[src/rtl/lcd_bus_arbiter_pkg.sv]
// Shared definitions for the character-LCD bus arbiter: FSM states,
// controller command bytes, default window lengths and small helpers.
package lcd_pkg;

    typedef enum logic [1:0] {
        INIT_WAIT = 2'd0,
        INIT_CMD  = 2'd1,
        IDLE      = 2'd2,
        WRITE     = 2'd3
    } lcd_state_t;

    localparam logic [7:0] FUNC_SET   = 8'h3C;
    localparam logic [7:0] DISP_ON    = 8'h0C;
    localparam logic [7:0] ENTRY_MODE = 8'h06;
    localparam logic [7:0] CLEAR      = 8'h01;
    localparam logic [7:0] HOME       = 8'h02;

    localparam int INIT_DELAY_DEF = 70;
    localparam int CMD_HOLD_DEF   = 30;
    localparam int WR_HOLD_DEF    = 20;
    localparam int CLR_HOLD_DEF   = 200;

    // Power-up command byte for a given step of the init sequence.
    function automatic logic [7:0] init_cmd(input logic [1:0] idx);
        logic [7:0] cmd;
        case (idx)
            2'd0:    cmd = FUNC_SET;
            2'd1:    cmd = DISP_ON;
            2'd2:    cmd = ENTRY_MODE;
            2'd3:    cmd = CLEAR;
            default: cmd = CLEAR;
        endcase
        return cmd;
    endfunction

    // Clear and return-home commands need the long execution window.
    function automatic logic is_long_cmd(input logic rs, input logic [7:0] data);
        return (rs == 1'b0) && ((data == CLEAR) || (data == HOME));
    endfunction

endpackage

[src/rtl/lcd_bus_arbiter_write_timer.sv]
// Window timer shared by init commands and requester writes: counts a
// loaded hold length 0..H-1, drives the LCD enable high for counts
// 1..H/2 and flags the last cycle of the window.
module lcd_write_timer #(
    parameter int CNT_W = 8
) (
    input  logic             CLK,
    input  logic             RESETN,
    input  logic             load,
    input  logic [CNT_W-1:0] hold_len,
    output logic             done,
    output logic             lcd_e
);

    localparam logic [CNT_W-1:0] CNT_ONE = {{(CNT_W-1){1'b0}}, 1'b1};

    logic [CNT_W-1:0] cnt_r;
    logic [CNT_W-1:0] hold_r;
    logic [CNT_W-1:0] cnt_inc_s;
    logic             busy_r;
    logic             e_r;
    logic             last_s;

    // Next count value and last-cycle detection for the running window.
    always_comb begin
        cnt_inc_s = cnt_r + CNT_ONE;
        last_s    = busy_r && (cnt_r == (hold_r - CNT_ONE));
    end

    // Window counter; the enable is registered alongside the count it belongs to.
    always_ff @(posedge CLK or negedge RESETN) begin
        if (!RESETN) begin
            cnt_r  <= '0;
            hold_r <= '0;
            busy_r <= 1'b0;
            e_r    <= 1'b0;
        end else if (load) begin
            cnt_r  <= '0;
            hold_r <= hold_len;
            busy_r <= 1'b1;
            e_r    <= 1'b0;
        end else if (last_s) begin
            cnt_r  <= '0;
            busy_r <= 1'b0;
            e_r    <= 1'b0;
        end else if (busy_r) begin
            cnt_r  <= cnt_inc_s;
            e_r    <= (cnt_inc_s <= {1'b0, hold_r[CNT_W-1:1]});
        end else begin
            cnt_r  <= cnt_r;
        end
    end

    assign done  = last_s;
    assign lcd_e = e_r;

endmodule

[src/rtl/lcd_bus_arbiter.sv]
// Character-LCD bus owner: runs the power-up command sequence, then
// grants single-byte writes from two requesters and times each byte on
// the bus. Define LCD_ARB_FIXED_PRIO_EN to make requester 0 always win
// a tie; otherwise ties are resolved round-robin.
module lcd_bus_arbiter
    import lcd_pkg::*;
#(
    parameter int INIT_DELAY = INIT_DELAY_DEF,
    parameter int CMD_HOLD   = CMD_HOLD_DEF,
    parameter int WR_HOLD    = WR_HOLD_DEF,
    parameter int CLR_HOLD   = CLR_HOLD_DEF
) (
    input  logic       CLK,
    input  logic       RESETN,
    input  logic       req0_valid,
    input  logic       req0_rs,
    input  logic [7:0] req0_data,
    output logic       req0_ready,
    input  logic       req1_valid,
    input  logic       req1_rs,
    input  logic [7:0] req1_data,
    output logic       req1_ready,
    output logic       init_done,
    output logic       LCD_E,
    output logic       LCD_RS,
    output logic       LCD_RW,
    output logic [7:0] LCD_DATA
);

    localparam int MAX_A    = (CMD_HOLD > WR_HOLD) ? CMD_HOLD : WR_HOLD;
    localparam int MAX_HOLD = (MAX_A > CLR_HOLD) ? MAX_A : CLR_HOLD;
    localparam int CNT_W    = $clog2(MAX_HOLD + 1);
    localparam int DLY_W    = $clog2(INIT_DELAY + 1);

    localparam logic [CNT_W-1:0] CMD_HOLD_C = CNT_W'(CMD_HOLD);
    localparam logic [CNT_W-1:0] WR_HOLD_C  = CNT_W'(WR_HOLD);
    localparam logic [CNT_W-1:0] CLR_HOLD_C = CNT_W'(CLR_HOLD);
    localparam logic [DLY_W-1:0] DLY_LAST   = DLY_W'(INIT_DELAY - 1);
    localparam logic [DLY_W-1:0] DLY_ONE    = {{(DLY_W-1){1'b0}}, 1'b1};

    lcd_state_t       state_r;
    lcd_state_t       state_nxt_s;
    logic [DLY_W-1:0] dly_cnt_r;
    logic [1:0]       init_idx_r;
    logic             init_done_r;
    logic             lcd_rs_r;
    logic             lcd_rw_r;
    logic [7:0]       lcd_data_r;

    logic             dly_last_s;
    logic             init_last_s;
    logic             any_valid_s;
    logic             grant_s;
    logic             sel_rs_s;
    logic [7:0]       sel_data_s;
    logic             load_s;
    logic [CNT_W-1:0] hold_len_s;
    logic             win_rs_s;
    logic [7:0]       win_data_s;
    logic             done_s;
    logic             lcd_e_s;

`ifndef LCD_ARB_FIXED_PRIO_EN
    logic             last_grant_r;
`endif

    lcd_write_timer #(
        .CNT_W (CNT_W)
    ) u_timer (
        .CLK      (CLK),
        .RESETN   (RESETN),
        .load     (load_s),
        .hold_len (hold_len_s),
        .done     (done_s),
        .lcd_e    (lcd_e_s)
    );

    // Arbitration between the two requesters and selection of the winning byte.
    always_comb begin
        any_valid_s = req0_valid | req1_valid;
        if (req0_valid && req1_valid) begin
`ifdef LCD_ARB_FIXED_PRIO_EN
            grant_s = 1'b0;
`else
            grant_s = ~last_grant_r;
`endif
        end else if (req1_valid) begin
            grant_s = 1'b1;
        end else begin
            grant_s = 1'b0;
        end
        if (grant_s) begin
            sel_rs_s   = req1_rs;
            sel_data_s = req1_data;
        end else begin
            sel_rs_s   = req0_rs;
            sel_data_s = req0_data;
        end
        dly_last_s  = (dly_cnt_r == DLY_LAST);
        init_last_s = (init_idx_r == 2'd3);
    end

    // State register.
    always_ff @(posedge CLK or negedge RESETN) begin
        if (!RESETN) begin
            state_r <= INIT_WAIT;
        end else begin
            state_r <= state_nxt_s;
        end
    end

    // Next-state logic.
    always_comb begin
        state_nxt_s = state_r;
        case (state_r)
            INIT_WAIT: begin
                if (dly_last_s) state_nxt_s = INIT_CMD;
                else            state_nxt_s = INIT_WAIT;
            end
            INIT_CMD: begin
                if (done_s && init_last_s) state_nxt_s = IDLE;
                else                       state_nxt_s = INIT_CMD;
            end
            IDLE: begin
                if (any_valid_s) state_nxt_s = WRITE;
                else             state_nxt_s = IDLE;
            end
            WRITE: begin
                if (done_s) state_nxt_s = IDLE;
                else        state_nxt_s = WRITE;
            end
            default: state_nxt_s = INIT_WAIT;
        endcase
    end

    // Output logic: ready strobes and the byte/window to load into the timer.
    always_comb begin
        req0_ready = 1'b0;
        req1_ready = 1'b0;
        load_s     = 1'b0;
        win_rs_s   = 1'b0;
        win_data_s = 8'h00;
        hold_len_s = WR_HOLD_C;
        case (state_r)
            INIT_WAIT: begin
                if (dly_last_s) begin
                    load_s     = 1'b1;
                    win_data_s = init_cmd(2'd0);
                    hold_len_s = is_long_cmd(1'b0, init_cmd(2'd0)) ? CLR_HOLD_C : CMD_HOLD_C;
                end else begin
                    load_s     = 1'b0;
                end
            end
            INIT_CMD: begin
                if (done_s && !init_last_s) begin
                    load_s     = 1'b1;
                    win_data_s = init_cmd(init_idx_r + 2'd1);
                    hold_len_s = is_long_cmd(1'b0, init_cmd(init_idx_r + 2'd1)) ? CLR_HOLD_C : CMD_HOLD_C;
                end else begin
                    load_s     = 1'b0;
                end
            end
            IDLE: begin
                if (any_valid_s) begin
                    load_s     = 1'b1;
                    win_rs_s   = sel_rs_s;
                    win_data_s = sel_data_s;
                    hold_len_s = is_long_cmd(sel_rs_s, sel_data_s) ? CLR_HOLD_C : WR_HOLD_C;
                    req0_ready = ~grant_s;
                    req1_ready = grant_s;
                end else begin
                    load_s     = 1'b0;
                end
            end
            WRITE: begin
                load_s = 1'b0;
            end
            default: begin
                load_s = 1'b0;
            end
        endcase
    end

    // Power-up delay counter and init command index.
    always_ff @(posedge CLK or negedge RESETN) begin
        if (!RESETN) begin
            dly_cnt_r  <= '0;
            init_idx_r <= 2'd0;
        end else begin
            if (state_r == INIT_WAIT && !dly_last_s) begin
                dly_cnt_r <= dly_cnt_r + DLY_ONE;
            end else begin
                dly_cnt_r <= '0;
            end
            if (state_r == INIT_CMD && done_s && !init_last_s) begin
                init_idx_r <= init_idx_r + 2'd1;
            end else if (state_r == INIT_WAIT) begin
                init_idx_r <= 2'd0;
            end else begin
                init_idx_r <= init_idx_r;
            end
        end
    end

    // LCD pin registers and sticky init_done; RS/DATA hold between windows.
    always_ff @(posedge CLK or negedge RESETN) begin
        if (!RESETN) begin
            lcd_rs_r    <= 1'b0;
            lcd_rw_r    <= 1'b1;
            lcd_data_r  <= 8'h00;
            init_done_r <= 1'b0;
        end else begin
            if (load_s) begin
                lcd_rs_r   <= win_rs_s;
                lcd_data_r <= win_data_s;
                lcd_rw_r   <= 1'b0;
            end else if (done_s && (state_r == INIT_CMD || state_r == WRITE)) begin
                lcd_rw_r   <= 1'b1;
            end else begin
                lcd_rw_r   <= lcd_rw_r;
            end
            if (state_r == INIT_CMD && done_s && init_last_s) begin
                init_done_r <= 1'b1;
            end else begin
                init_done_r <= init_done_r;
            end
        end
    end

`ifndef LCD_ARB_FIXED_PRIO_EN
    // Remember the last winner so the other requester wins the next tie.
    always_ff @(posedge CLK or negedge RESETN) begin
        if (!RESETN) begin
            last_grant_r <= 1'b1;
        end else if (state_r == IDLE && any_valid_s) begin
            last_grant_r <= grant_s;
        end else begin
            last_grant_r <= last_grant_r;
        end
    end
`endif

    assign init_done = init_done_r;
    assign LCD_E     = lcd_e_s;
    assign LCD_RS    = lcd_rs_r;
    assign LCD_RW    = lcd_rw_r;
    assign LCD_DATA  = lcd_data_r;

endmodule

[config.mk]
export PLATFORM = sky130hd
export DESIGN_NAME = lcd_bus_arbiter
export DESIGN_NICKNAME = d
export VERILOG_FILES = /design/src/rtl/lcd_bus_arbiter_pkg.sv /design/src/rtl/lcd_bus_arbiter_write_timer.sv /design/src/rtl/lcd_bus_arbiter.sv
export SDC_FILE = /design/constraint.sdc
export NUM_CORES = 1
export LEC_CHECK = 0
export BUFFER_PORTS_ARGS = -buffer_cell sky130_fd_sc_hd__buf_2
export CORE_AREA = 2 2 80 82
export CTS_BUF_LIST = sky130_fd_sc_hd__clkbuf_16
export DETAILED_ROUTE_END_ITERATION = 8
export DIE_AREA = 0 0 82 84
export GPL_TIMING_DRIVEN = 1
export RECOVER_POWER = 25
export SLEW_MARGIN = 10
export SYNTH_ARGS = -nofsm -noshare
export SYNTH_HDL_FRONTEND = slang
export SYNTH_SLANG_ARGS = --single-unit
[constraint.sdc]
create_clock -name CLK -period 3.37 [get_ports CLK]
set_input_delay 0.5055 -clock CLK [delete_from_list [all_inputs] [get_ports CLK]]
set_output_delay 0.5055 -clock CLK [all_outputs]
set_load 0.02 [all_outputs]
## Word level (Yosys, flattened, before mapping)

Cells that the tools add are included.

- Bits of input ports: 22
- Output and inout port bits: 14
- Logic and storage cells: 101
- Flip-flop bits (word level): 41

- Add/subtract/negate cells: 4
- Reductions and logical operators: 22
- Equality and inequality tests: 13
- Magnitude comparators: 1
- Bitwise gates (word level): 4
- Multiplexer cells: 45

Operators by type and width:

| kind | count |
|---|---|
| 8-bit two-way mux | 12 |
| 8-bit case mux with 3 select lines | 2 |
| 8-bit case mux with 4 select lines | 1 |
| 1-bit two-way mux | 22 |
| 8-bit by 1-bit == test with 1-bit output, second input constant | 2 |
| 8-bit by 2-bit == test with 1-bit output, second input constant | 2 |
| 1-bit logical AND | 11 |
| 2-bit == test, second input constant | 5 |
| 8-bit by 1-bit adder with 8-bit output, second input constant | 1 |
| 8-bit == test | 1 |
| 8-bit by 7-bit <= comparator with 1-bit output | 1 |
| 2-bit case mux with 4 select lines | 1 |
| 8-bit by 1-bit subtractor with 8-bit output, second input constant | 1 |
| 7-bit by 1-bit adder with 7-bit output, second input constant | 1 |
| 7-bit == test, second input constant | 1 |
| 7-bit two-way mux | 1 |
| 2-bit two-way mux | 3 |
| 6-bit two-way mux | 1 |
| 2-bit nonzero test | 3 |
| 2-bit by 1-bit == test with 1-bit output, second input constant | 2 |
| 2-bit zero test | 2 |
| 4-bit two-way mux | 1 |
| 1-bit case mux with 4 select lines | 1 |
| 1-bit logical OR | 3 |
| 5 further kinds | 8 |

## Depth between registers and ports, before layout

- Word-level depth: 11
- Depth in mapped cells: 10
- Mapped depth without buffers: 10

## Cells and area by module

From an unflattened synthesis, not the netlist that was laid out.

- Cells, all modules: 259
- Area total of the unflattened synthesis: 2488.6 um^2

By module, submodules not included:

| module | sequential area each (um^2) | area an instance (um^2) | times used | cells an instance |
|---|---|---|---|---|
| lcd_bus_arbiter | 578.1 | 1251.2 | 1 | 123 |
| lcd_write_timer | 450.4 | 1237.4 | 1 | 136 |

## Worst setup path after synthesis

No wires, ideal clock.

- Kind: reg2reg
- From: reg u_timer.hold_r[4]
- To: reg lcd_data_r[3] (netlist: LCD_DATA[3])
- Setup slack: 0.533 ns
- Setup time: 0.126 ns
- Cell stages (with the launch flop): 11
- Data arrival time: 2.711 ns
- Data required time: 3.244 ns
- Path buffers: 2
- Period minus slack after synthesis: 2.837 ns
- Cells stage by stage: dfrtp_1 inv_1 ha_1 o21ba_1 a221oi_2 o32ai_1 or4_1 buf_2 o31a_1 buf_6 a221o_1

- Longest elaborated chain between the ends: 6
- Elaborated cells between the ends (all ways): 8
- Classes of those cells: add/sub: 1; eq/ne: 1; mux: 4; reduce/logical: 2

Ends and longest elaborated chain:

| what | RTL line | RTL |
|---|---|---|
| from (decl) | lcd_bus_arbiter_write_timer.sv:18 | `logic [CNT_W-1:0] hold_r;` |
| from (signal assigned) | lcd_bus_arbiter_write_timer.sv:39 | `hold_r <= hold_len;` |
| 8-bit by 1-bit subtractor with 8-bit output * | lcd_bus_arbiter_write_timer.sv:27 | `last_s = busy_r && (cnt_r == (hold_r - CNT_ONE));` |
| 8-bit == test * | lcd_bus_arbiter_write_timer.sv:27 |  |
| 1-bit logical AND * | lcd_bus_arbiter_write_timer.sv:27 |  |
| 1-bit logical AND * | lcd_bus_arbiter.sv:155 | `if (done_s && !init_last_s) begin` |
| 1-bit two-way mux or 8-bit two-way mux (tied branches) | lcd_bus_arbiter.sv:155 |  |
| 1-bit case mux with 4 select lines or 8-bit case mux with 3 select lines (tied branches) | lcd_bus_arbiter.sv:144 | `case (state_r)` |
| to (signal assigned) | lcd_bus_arbiter.sv:215 | `lcd_data_r <= win_data_s;` |
| to (decl) | lcd_bus_arbiter.sv:48 | `logic [7:0] lcd_data_r;` |

Mark *: on every way between the ends. The rest lies on a longest branch, timed or not.
A chain may end at the register's enable or synchronous reset.

## Final worst setup path

- From: reg u_timer.hold_r[4]
- To: reg u_timer.hold_r[1]

- Longest elaborated chain between the ends: 6
- Elaborated cells between the ends (all ways): 8
- Classes of those cells: add/sub: 1; eq/ne: 1; mux: 4; reduce/logical: 2

Ends and longest elaborated chain:

| what | RTL line |
|---|---|
| 8-bit by 1-bit subtractor with 8-bit output * | lcd_bus_arbiter_write_timer.sv:27 |
| 8-bit == test * | lcd_bus_arbiter_write_timer.sv:27 |
| 1-bit logical AND * | lcd_bus_arbiter_write_timer.sv:27 |
| 1-bit logical AND * | lcd_bus_arbiter.sv:155 |
| 1-bit two-way mux or 8-bit two-way mux (tied branches) | lcd_bus_arbiter.sv:155 |
| 1-bit case mux with 4 select lines or 8-bit case mux with 3 select lines (tied branches) | lcd_bus_arbiter.sv:144 |

Marks and branches as above.

==> run_results.csv <==
group,metric,value,unit
outcome,status,"finished with violations",
outcome,violations,"max-capacitance violations, max-slew violations",
synth,ys_types,50,
synth,syn_inst,239,
sta,grt_setup_unrepaired,"no",
clock_tree,post_cts_resized,0,
placement,port_buffers,35,
clock_tree,numCtsBuffers,5,
sta,finClkSkew,2.27,ps
synth,ys_warn_count,0,
routing,wire_per_inst,14.0,um
clock_tree,cts.htree.levels,2,
routing,ant_nets,0,
global_routing,grt-ovfl-total,0,
global_routing,gr-usage-met2,23.6,%
global_routing,grt_pass1_vias,1770,
clock_tree,clk_path_buf_depth,2,
power,switching_share,21.4,%
worst_hold_path,hold_path_class,"register to register",
synth,synth_ff_type,"dfrtp_1",
die,num_rows,29,
critical_path,crit_arrival,3150,ps
sta,hold_violations,0,
critical_path,worst-path-max-fanout,13,
placement,placed_cells,340,
die,fp.dieH,84,um
power,p_clk_share,44.8,%
synth,ys_ff_latch,37,
critical_path,cp_slowest_cell,"or4_1",
synth,synth_most_common_cell,"dfrtp_1",
layout,antenna_cells,0,
synth,syn_nets,276,
critical_path,reg2regPathDepth,8,
critical_path,cp_slowest_stage_delay,570,ps
sta,setup_tns,0,ps
routing,drc,0,
power,peakVddDrop,0.000199,V
sta,hold_ws,468,ps
die,core,6100,um^2
power,finalPower,0.956,mW
global_routing,grt_max_degree,38,
routing,drt_iter0_markers,100,
clock_tree,cts_hold_buffers,0,
global_routing,antenna_found_initial,0,
critical_path,start_kind,"register",
clock_tree,post_cts_buffers,0,
synth,synth_top_area_share,37.8,%
critical_path,worst-r2r-setup-slack,380,ps
global_routing,global_route.usage.met1,21.3,%
die,ios,36,
layout,drive_gt1_share,18.8,%
worst_hold_path,worstHoldPathCells,1,
synth,synth-edff-count,0,
critical_path,critical_path_class,"register to register",
sta,period_needed,2990,ps
critical_path,r2r-end,"u_timer.hold_r[1]",
power,pwr-share-comb,7.2,%
power,power.switching,0.205,mW
sta,slew_violations,38,
critical_path,crit_chain,"inv_1 > ha_1 > o21ba_1 > a221oi_2 > o32ai_1 > or4_1 > o31a_1 > a221o_1",
clock_tree,clock-sinks,37,
die,initial_core_util,38.0,%
power,p_leak,1.21,nW
routing,first_pass_iters,4,
sta,clock.fmax,0.334,GHz
synth,ys_seq_area_share,40.1,%
run,drv_cap,1,
placement,gp_congestion,0.779,
critical_path,cp.required,3530,ps
clock_tree,cts_tree,"done",
synth,synth-async-reset-ratio,100,%
clock_tree,cts-root-buf,"clkbuf_16",
layout,fin_area,2680,um^2
layout,nets,307,
routing,vias,1829,
critical_path,end_kind,"register",
routing,postRouteWirelength,4870,um
routing,viasPerCell,5.26,
sta,worst_pin_slew,1970,ps
worst_hold_path,hold_start,"init_done",
global_routing,grt_pass1_wl,8230,um
synth,syn_area,2320,um^2
die,die_area,6890,um^2
sta,slew_headroom,-31.6,%
die,die_w,82,um
power,p_int,0.751,mW
worst_hold_path,min_to,"init_done",
layout,area_growth,15.4,%
synth,synth.largest_area_cell,"dfrtp_1",
critical_path,r2r-start,"u_timer.hold_r[4]",
synth,avgSynthCellArea,9.70,um^2
sta,fin_crit_sh,88.9,%
global_routing,grt_usage,15.4,%
clock_tree,clk_latency,280,ps
power,p_per_area,357,nW/um^2
power,p_seq_share,48.0,%
placement,hpwl,3680,um
placement,place_area,2540,um^2
synth,synthTopCellsByCount,"dfrtp_1, nor2_1, ha_1, xor2_1",
global_routing,grt_use_met3,3.57,%
clock_tree,path_clk_slew,50,ps
synth,netlist_top_cells_area,"dfrtp_1, ha_1, xor2_1",
layout,instances_no_fill,348,
critical_path,worst-path-buf-inv,1,
sta,setup_viol,0,
critical_path,critPathTopFamily,"compound AO/OA/AOI/OAI gates",
global_routing,busiest_layer,"met2",
[placed cells by master (no fill, tap or decap), types with 8 or more instances in the layout]
master / synthesis / layout
buf_2: 1 / 34
dfrtp_1: 35 / 35
ha_1: 15 / 15
inv_1: 13 / 13
mux2i_1: 13 / 13
nand2_1: 10 / 10
nand3_1: 10 / 10
nor2_1: 26 / 26
nor3_1: 10 / 10
o21ai_0: 8 / 8
xnor2_1: 9 / 9
xor2_1: 15 / 15
[power groups by stage]
stage               sequential [mW]  combinational (mW)  clock [mW]
floorplan                     0.475              0.0256           0
global placement              0.467              0.0696           0
detailed placement            0.466              0.0702           0
CTS                           0.459              0.0705       0.442
global route                  0.460              0.0767       0.457
finish                        0.459              0.0687       0.428
[logic make-up after synthesis]
kind of cell               count (synthesis)  share of synthesized area (%)
AOI/OAI and AO/OA                         42                           13.9
and+or+nand+nor                           80                           17.5
buffers and inverters                     27                           5.24
adders and majority gates                 15                           8.10
muxes                                     14                           6.10
xor gates and xnor gates                  24                           9.07
DFF                                       37                           40.1
[layer usage]
metal	vias up	part of all wire (%)
li1	915	-
met1	880	47
met2	29	48
met3	5	3.4
met4	0	1.2
met5	-	0
[sequential cells by signal, summed over array words and instances, names as in the netlist]
signal / cells
LCD_DATA: 8
u_timer.cnt_r: 8
dly_cnt_r: 7
u_timer.hold_r: 4
init_idx_r: 2
state_r: 2
LCD_RS: 1
LCD_RW: 1
init_done: 1
last_grant_r: 1
u_timer.busy_r: 1
u_timer.lcd_e: 1
[worst max-delay path by stage]
stage / startpoint / endpoint / slack (ps) / cells past startpoint
floorplan: u_timer.hold_r[4] / LCD_DATA[3] / 530 / 10
global placement: u_timer.hold_r[4] / LCD_DATA[1] / 500 / 8
detailed placement: u_timer.hold_r[4] / u_timer.hold_r[1] / 410 / 8
CTS: u_timer.hold_r[4] / u_timer.hold_r[1] / 380 / 8
global route: u_timer.hold_r[4] / u_timer.hold_r[1] / 190 / 8
finish: u_timer.hold_r[4] / u_timer.hold_r[1] / 380 / 8
[cell type report]
cell class | instances | area (um^2)
fill | 607 | 3420
multi-input combinational | 175 | 1270
inverter | 13 | 48.8
timing repair buffer | 38 | 196
sequential | 37 | 928
tap | 77 | 96.3
clock inverter | 3 | 12.5
clock buffer | 5 | 125
[through the flow]
step                worst slack [ps]  utilization (%)
floorplan                        533                -
global placement                 496             41.6
detailed placement               406             41.6
CTS                              378             43.9
global route                     191             43.9
finish                           376             43.9
Note: power is estimated with default switching activity, not from simulation.
